$ cat src/rtl/fetch_unit.sv
// fetch_unit: in-order instruction fetch with a two-deep credit window, redirect flushing and a decode buffer
module fetch_unit #(
   parameter logic [31:0] RESET_PC = 32'h0000_0000
) (
   input  logic        clk,
   input  logic        rst_n,
   output logic        imem_req_valid,
   input  logic        imem_req_ready,
   output logic [31:0] imem_addr,
   input  logic        imem_rsp_valid,
   input  logic [31:0] imem_rsp_data,
   input  logic        redirect_valid,
   input  logic [31:0] redirect_pc,
   output logic        id_valid,
   input  logic        id_ready,
   output logic [31:0] id_instr,
   output logic [31:0] id_pc,
   output logic [31:0] id_pc_plus4
);
   typedef enum logic [1:0] {IDLE, FETCH, FLUSH} state_t;
   state_t      state, state_next;
   logic [31:0] pc;
   logic [31:0] aq [2];
   logic        aq_head;
   logic [1:0]  outstanding, drop;
   logic [31:0] buf_pc [2];
   logic [31:0] buf_instr [2];
   logic        buf_head;
   logic [1:0]  buf_cnt;
   logic        has, pop, req_fire, rsp_fire, push;
   logic [1:0]  out_next, drop_next;
   // A same-cycle pop frees a slot, which keeps one request per cycle in steady state
   always_comb begin
      has = rst_n && buf_cnt != 2'd0;
      id_valid = has && !redirect_valid;
      pop = id_valid && id_ready;
      imem_req_valid = rst_n && state != IDLE && !redirect_valid &&
                       (3'(outstanding) + 3'(buf_cnt) - 3'(pop) < 3'd2);
      imem_addr = rst_n ? pc : RESET_PC;
      id_pc = has ? buf_pc[buf_head] : '0;
      id_instr = has ? buf_instr[buf_head] : '0;
      id_pc_plus4 = has ? buf_pc[buf_head] + 32'd4 : '0;
      req_fire = imem_req_valid && imem_req_ready;
      rsp_fire = imem_rsp_valid && outstanding != 2'd0;
      push = rsp_fire && drop == 2'd0 && !redirect_valid;
      out_next = outstanding + 2'(req_fire) - 2'(rsp_fire);
      drop_next = redirect_valid ? out_next : drop - 2'(rsp_fire && drop != 2'd0);
      state_next = state == IDLE ? FETCH : (drop_next != 2'd0 ? FLUSH : FETCH);
   end
   always_ff @(posedge clk) begin
      if (!rst_n) begin
         state <= IDLE;
         pc <= RESET_PC;
         aq_head <= 1'b0;
         outstanding <= 2'd0;
         drop <= 2'd0;
         buf_head <= 1'b0;
         buf_cnt <= 2'd0;
      end else begin
         state <= state_next;
         outstanding <= out_next;
         drop <= drop_next;
         if (redirect_valid) pc <= redirect_pc & 32'hFFFF_FFFC;
         else if (req_fire) pc <= pc + 32'd4;
         if (rsp_fire) aq_head <= ~aq_head;
         if (redirect_valid) buf_cnt <= 2'd0;
         else begin
            if (pop) buf_head <= ~buf_head;
            buf_cnt <= buf_cnt + 2'(push) - 2'(pop);
         end
      end
   end
   // Storage arrays need no reset: occupancy counters qualify every read
   always_ff @(posedge clk) begin
      if (req_fire) aq[aq_head ^ outstanding[0]] <= pc;
      if (push) begin
         buf_pc[buf_head ^ buf_cnt[0]] <= aq[aq_head];
         buf_instr[buf_head ^ buf_cnt[0]] <= imem_rsp_data;
      end
   end
endmodule

$ cat config.mk
export PLATFORM = sky130hd
export DESIGN_NAME = fetch_unit
export DESIGN_NICKNAME = d
export VERILOG_FILES = /design/src/rtl/fetch_unit.sv
export SDC_FILE = /design/constraint.sdc
export NUM_CORES = 1
export LEC_CHECK = 0
export CAP_MARGIN = 10
export CORE_ASPECT_RATIO = 2
export CORE_UTILIZATION = 49
export CTS_BUF_LIST = sky130_fd_sc_hd__clkbuf_4 sky130_fd_sc_hd__clkbuf_8
export DETAILED_ROUTE_END_ITERATION = 7
export PLACE_DENSITY_LB_ADDON = 0.1
export SLEW_MARGIN = 20
export SYNTH_ARGS = -nofsm -noshare
export SYNTH_HDL_FRONTEND = slang
export SYNTH_SLANG_ARGS = --single-unit
$ cat constraint.sdc
create_clock -name clk -period 4.7 [get_ports clk]
set_input_delay 0.94 -clock clk [delete_from_list [all_inputs] [get_ports clk]]
set_output_delay 0.94 -clock clk [all_outputs]
set_load 0.005 [all_outputs]
==> impl_results.md, run 1 <==
* Iter 0 DRT Violations at 292
* Htree depth at 1
* Hold path start: pc[31]
* Tot GR Track Use at 0.215
* Chip width at 105 µm
* Fin crit share at 0.958
* Hold buffer count at cts at 0
* Sequential element share of the synthesized area at 0.613
* Most used DFF post-synth: edfxtp_1
* Share of cells above drive strength 1 at 0.121
* Vias/cell at 5.47
* Clock Sinks at 226
* Clk_lat worst skew at 0.56 ns
* Worst reg2reg path startpoint: buf_cnt[0]
* DIE HEIGHT at 208 µm
* Worst Hold Class: flip-flop to flip-flop
* Fill cells at 1,683
* Critical Path Sink Type: output pin
* Clock tree buffer depth at 3
* DP Cell Count at 1,305
* TritonCTS clock tree: built
* Top post-synthesis cells by area: edfxtp_1, dfxtp_1, mux2i_1
* Clock Pin Slew Worst Setup and Hold Paths at 0.06 ns
* Total power at 4.52 mW
* CP max FO at 4
* Largest net degree at the start of global routing at 63
* # IOs at 200
* N_diodes at 0
* Nets at 1,147
* WHS at 0.503 ns
* Detailed placer's ending HPWL at 16,400 µm
* Startpoint Class: input pin
* Rows at 75
* Area of the mapped netlist at 0.0104 mm²
* Vias in the first global route at 7,331
* CP Launch Point: redirect_valid
* Critical path required time at 3.76 ns
* PnR worst setup slack at 0.197 ns
* Layout area overhead at 28.7%
* Total congestion overflow at 0
* FFs w/ async S/R, synth at 0
* Die area at 0.0218 mm²
* Total number of vias at 7,454
* Clk root buf: clkbuf_8
* Max cap viols at 0
* Slew @ Worst Pin at 0.887 ns
* Slew margin rel. at 0.404
* Crit path time final at 4.50 ns
* First-pass GRT wire length at 37,100 µm
* Pwr dens at 338 mW/mm²
* Global placer's final weighted congestion at 0.878
* Arrival time worst endpoint at 3.56 ns
* CTS Buf Count at 30
* Kind of critical path: input pin to output pin
* Yosys warns at 0
* First-pass DRT Iterations at 5
* Status: completed
* Post-CTS Setup Inserts at 0
* Final setup TNS at 0 ns
* Worst slack at placement at 0.108 ns
* Area leader, netlist: edfxtp_1
* Wire length per cell at 17.1 µm
* Register bit total from synthesis at 226
* Synth top area share at 0.532
* Initial antenna violation count at 0
* LEAKAGE at 4.37 nW
* Final setup fails at 0
* Initial core utilization at 0.497
* Avg Synthesized Cell Area at 12.0 µm²
* Final hold violation count at 0
* Layout Cells excl Fill at 1,362
* Post_cts resized at 1
* Peak VDD IR at 0.000232 V
* F_max at 222 MHz
* Syn Inst Count at 863
* IO Port Bufs at 191
* Count of cell types in the netlist at 62
* Layout Skew at 0.0142 ns
* Unrepaired setup endpoints after global routing: yes
* Post-synth EDFFs at 184
* DRC Markers at 0
* Core region area at 0.0209 mm²
* Max Slew Vio Count at 0
* WL final at 23,200 µm
* Antenna Violating Nets Remaining at 0
## registers in the layout, summed over array words and instances, names as in the netlist, named ones only
name         count
state            2
buf_instr       64
buf_cnt          2
buf_pc          60
drop             2
pc              30
outstanding      2
buf_head         1
aq_head          1
aq              60
## Yosys cell counts, drive strengths merged (2+ instances only)
master	instances
and3	9
dfxtp	42
nand2	54
o21ai	28
xnor2	15
nand3b	5
or3	3
o211ai	4
a211oi	2
o311ai	2
and2	32
nor2b	14
edfxtp	184
ha	7
nand4b	7
clkbuf	29
or2	2
nor3	12
a32oi	4
mux2i	53
xor2	11
a31oi	17
a222oi	3
a21oi	31
nand2b	4
or4	5
a221oi	3
buf	19
nand3	24
clkinv	2
nor4b	2
a311oi	3
inv	14
o31a	6
o31ai	4
nor3b	3
nor4	9
nor2	114
nand4	23
a32o	5
mux2	39
## per-layer routing
layer  GRT usage  up-vias  part of all wire
li1            -     3621                 -
met1       0.231     3499              0.37
met2       0.406      279              0.54
met3      0.0298       55             0.055
met4       0.109        0             0.041
met5           0        -                 0
## cell usage in the layout (no fill, tap or decap), drive strengths merged, types with 9 or more instances in the layout
cell             n
clkdlybuf4s50  191
edfxtp         184
nor2           114
nand2           54
mux2i           53
clkbuf          49
dfxtp           42
mux2            39
and2            32
a21oi           31
o21ai           28
buf             26
nand3           24
nand4           23
a31oi           17
xnor2           15
inv             15
nor2b           14
nor3            12
xor2            11
and3             9
nor4             9
## final cells by class
cell class | count | area, µm² | area share
Sequential cell | 226 | 6370 | 0.476
Multi-Input combinational cell | 578 | 3820 | 0.285
Timing Repair Buffer | 217 | 2130 | 0.159
Clock buffer | 49 | 599 | 0.0448
Tap cell | 269 | 337 | 0.0252
Clock inverter | 7 | 60.1 | 0.00449
Inverter | 16 | 60.1 | 0.00449
## cells by family (layout without fill, tap and decap cells)
group | after synthesis | count (layout) | share of synthesized area
AO/OA/AOI/OAI | 120 | 120 | 0.0750
other | 1 | 6 | 0.000361
flip-flops | 226 | 226 | 0.613
AND/OR/NAND/NOR | 325 | 325 | 0.157
adder cells (fa/ha/maj) | 8 | 8 | 0.0104
multiplexers | 92 | 92 | 0.0933
buffers and inverters | 64 | 289 | 0.0268
XOR/XNOR | 27 | 27 | 0.0241
## worst max-delay path, stage by stage
cell and delay, ns:
clkdlybuf4s50_1 0.41, nand2b_1 0.21, nor2_2 0.17, nand2_1 0.15
nor2_2 0.15, o21ai_0 0.13, fa_1 0.40, xnor2_1 0.20
nor3_1 0.25, clkdlybuf4s50_1 0.55
## worst paths after layout
kind / endpoint / slack (ns) / depth (start not counted)
min reg2reg: aq[0][31] / 0.50 / 0
max: imem_req_valid / 0.20 / 10
max reg2reg: state[1] / 1.11 / 17
min: aq[0][31] / 0.50 / 0
## report_power, final
| part | switching, mW | internal [mW] | total, mW |
|---|---|---|---|
| sequential | 0.0718 | 2.32 | 2.39 |
| combinational | 0.309 | 0.281 | 0.590 |
| clock | 0.676 | 0.861 | 1.54 |
| total | 1.06 | 3.46 | 4.52 |
## metrics by stage
stage	instance area, µm²	utilization
floorplan	10400	-
global placement	12700	0.605
detailed placement	12700	0.605
CTS	13300	0.637
global route	13400	0.639
finish	13400	0.639
No activity file was read; power rests on OpenSTA's default activity.
==> run 2: changes to the inputs <==
Settings changed: GPL_TIMING_DRIVEN set to 0.
==> run 2 against run 1 <==
  * Register-to-register slack got worse by 0.40 ns
  * Non-clock buffer count up 32
  * Maximum frequency down 1.8%
  * Core utilization up 1.5 points
  * Design area increased by 2.4%
  * Clock skew decreased by 0.0019 ns
  * Global-route usage grew 3.3 points
  * Setup slack got worse by 0.081 ns
  * Combinational power rose by 14%
  * Count of clock-buffer cells in the layout fell by 4
  * Sequential share of layout area is 1.1 points lower
  * Die area did not move
==> impl_results.md, run 2 (synthesis results as in run 1) <==
* Arrival time worst endpoint at 3.64 ns (was 3.56 ns)
* Final setup fails at 0 (unchanged)
* Die area at 0.0218 mm² (unchanged)
* Cell Int Power at 3.53 mW (was 3.46 mW)
* Kind of critical path: input pin to output pin (unchanged)
* Total congestion overflow at 0 (unchanged)
* Initial antenna violation count at 0 (unchanged)
* Commonest non-fill, non-tap cell in the layout: clkdlybuf4s50_1 (unchanged)
* Max Slew Vio Count at 0 (unchanged)
* Max cap viols at 0 (unchanged)
* Rows at 75 (unchanged)
* Iter 0 DRT Violations at 298 (was 292)
* Vias in the first global route at 8,107 (was 7,331)
* Gate power share at 0.144 (was 0.131)
* Nets at 1,179 (was 1,147)
* Fin util at 0.655 (was 0.639)
* WHS at 0.472 ns (was 0.503 ns)
* Most frequent cells in the layout: clkdlybuf4s50_1, edfxtp_1, nor2_1 (unchanged)
* Tot GR Track Use at 0.248 (was 0.215)
* Clock tree buffer depth at 3 (unchanged)
* Fill cells at 1,678 (was 1,683)
* F_max at 218 MHz (was 222 MHz)
* Antenna Violating Nets Remaining at 0 (unchanged)
* DRC Markers at 0 (unchanged)
* IO Port Bufs at 191 (unchanged)
* NetSw at 1.13 mW (was 1.06 mW)
* Total number of vias at 7,775 (was 7,454)
* Worst Hold Class: flip-flop to flip-flop (unchanged)
* Global placer's final weighted congestion at 0.955 (was 0.878)
* WL final at 26,900 µm (was 23,200 µm)
* CTS Buf Count at 30 (unchanged)
* Detailed placer's ending HPWL at 20,200 µm (was 16,400 µm)
* Seq pwr share at 0.512 (was 0.529)
* Clk_lat worst skew at 0.57 ns (was 0.56 ns)
* Vias/cell at 5.58 (was 5.47)
* Layout Skew at 0.0122 ns (was 0.0142 ns)
* Fin crit share at 0.975 (was 0.958)
* Critical Path Sink Type: output pin (unchanged)
* First-pass GRT wire length at 41,700 µm (was 37,100 µm)
* Clock Sinks at 226 (unchanged)
* DP Cell Count at 1,334 (was 1,305)
* # IOs at 200 (unchanged)
* CP max FO at 10 (was 4)
* Switching portion of total power at 0.243 (was 0.234)
* Clk root buf: clkbuf_8 (unchanged)
* Core region area at 0.0209 mm² (unchanged)
* Final hold violation count at 0 (unchanged)
* Status: completed (unchanged)
* Power share of the clock group at 0.344 (was 0.340)
* N_diodes at 0 (unchanged)
* Slew @ Worst Pin at 0.940 ns (was 0.887 ns)
* Htree depth at 1 (unchanged)
* Initial core utilization at 0.497 (unchanged)
* Clock Pin Slew Worst Setup and Hold Paths at 0.07 ns (was 0.06 ns)
* Pwr dens at 341 mW/mm² (was 338 mW/mm²)
* Slew margin rel. at 0.367 (was 0.404)
* Startpoint Class: input pin (unchanged)
* Layout area overhead at 31.8% (was 28.7%)
* TritonCTS clock tree: built (unchanged)
* Max reg flops at 64 (unchanged)
* Layout Cells excl Fill at 1,394 (was 1,362)
* Wire length per cell at 19.3 µm (was 17.1 µm)
* Total power at 4.67 mW (was 4.52 mW)
* DIE HEIGHT at 208 µm (unchanged)
* Chip width at 105 µm (unchanged)
* Unrepaired setup endpoints after global routing: no (was yes)
* Peak VDD IR at 0.000265 V (was 0.000232 V)
* Largest net degree at the start of global routing at 31 (was 63)
* Share of cells above drive strength 1 at 0.132 (was 0.121)
* Critical path required time at 3.76 ns (about the same)
* LEAKAGE at 4.47 nW (was 4.37 nW)
* Crit path time final at 4.58 ns (was 4.50 ns)
* First-pass DRT Iterations at 5 (unchanged)
[run 2: changes by cell type in the layout (fill, tap and decap cells not counted), moves of 3 or more]
cell,before,now
nor2_2,3,0
buf_2,0,6
nor2_4,1,5
clkbuf_8,37,40
buf_4,24,11
buf_1,0,4
clkbuf_1,0,26
clkbuf_4,12,7
[run 2: worst paths after layout]
check / from / end / slack, ns / cells after the start
min reg2reg: pc[8] / aq[1][8] / 0.47 / 0
max reg2reg: buf_cnt[0] / state[1] / 0.71 / 18
min: pc[8] / aq[1][8] / 0.47 / 0
max: rst_n / id_pc[26] / 0.12 / 7
[run 2: power by group through the flow]
stage | clock network (mW) | registers (mW) | logic (mW)
after floorplan | 0 | 2.41 | 0.378
after global placement | 0 | 2.44 | 0.591
after detailed placement | 0 | 2.43 | 0.629
after CTS | 1.64 | 2.39 | 0.654
after global routing | 1.71 | 2.40 | 0.727
final | 1.61 | 2.39 | 0.671
[run 2: area by class of cell]
class	count	area, µm²	share of cell area
plain buffers	47	243	0.0177
clock buffers	45	582	0.0425
clock inverters	11	108	0.00786
inverters	16	65.1	0.00475
multi-input cells	578	3920	0.286
flip-flops and latches	226	6370	0.465
well taps	269	337	0.0246
repair buffers	202	2080	0.152
[run 2: per-stage QoR]
step           worst slack, ns  cell area, µm²  setup TNS [ns]
6_report                 0.116           13700               0
5_1_grt                 0.0187           13700               0
4_1_cts                 0.0189           13600               0
3_5_place_dp             -1.53           12800          -78.60
3_3_place_gp             -2.29           12700         -384.52
2_1_floorplan           0.0339           10400               0
[run 2: what timing repair did]
action | 4_1_cts | 5_1_grt
setup buffers | 3 | 2
gates resized for setup | 29 | 14
setup endpoints to repair | 129 | 18
cloned | 0 | 0
pin swaps | 2 | 2
hold buffers | 0 | 0
[run 2: layer usage]
metal	global-route usage	vias to the layer above	part of all wire
met3	0.0345	106	0.053
met1	0.233	3645	0.34
met5	0	-	0
met4	0.196	0	0.070
li1	-	3697	-
met2	0.470	327	0.54
[run 2: worst max-delay path, cell delays in order]
cell	delay [ns]
clkdlybuf4s50_1	0.48
clkbuf_2	0.23
o21ai_1	0.30
clkbuf_1	0.59
clkbuf_1	0.49
nor2_1	0.13
clkdlybuf4s50_1	0.48
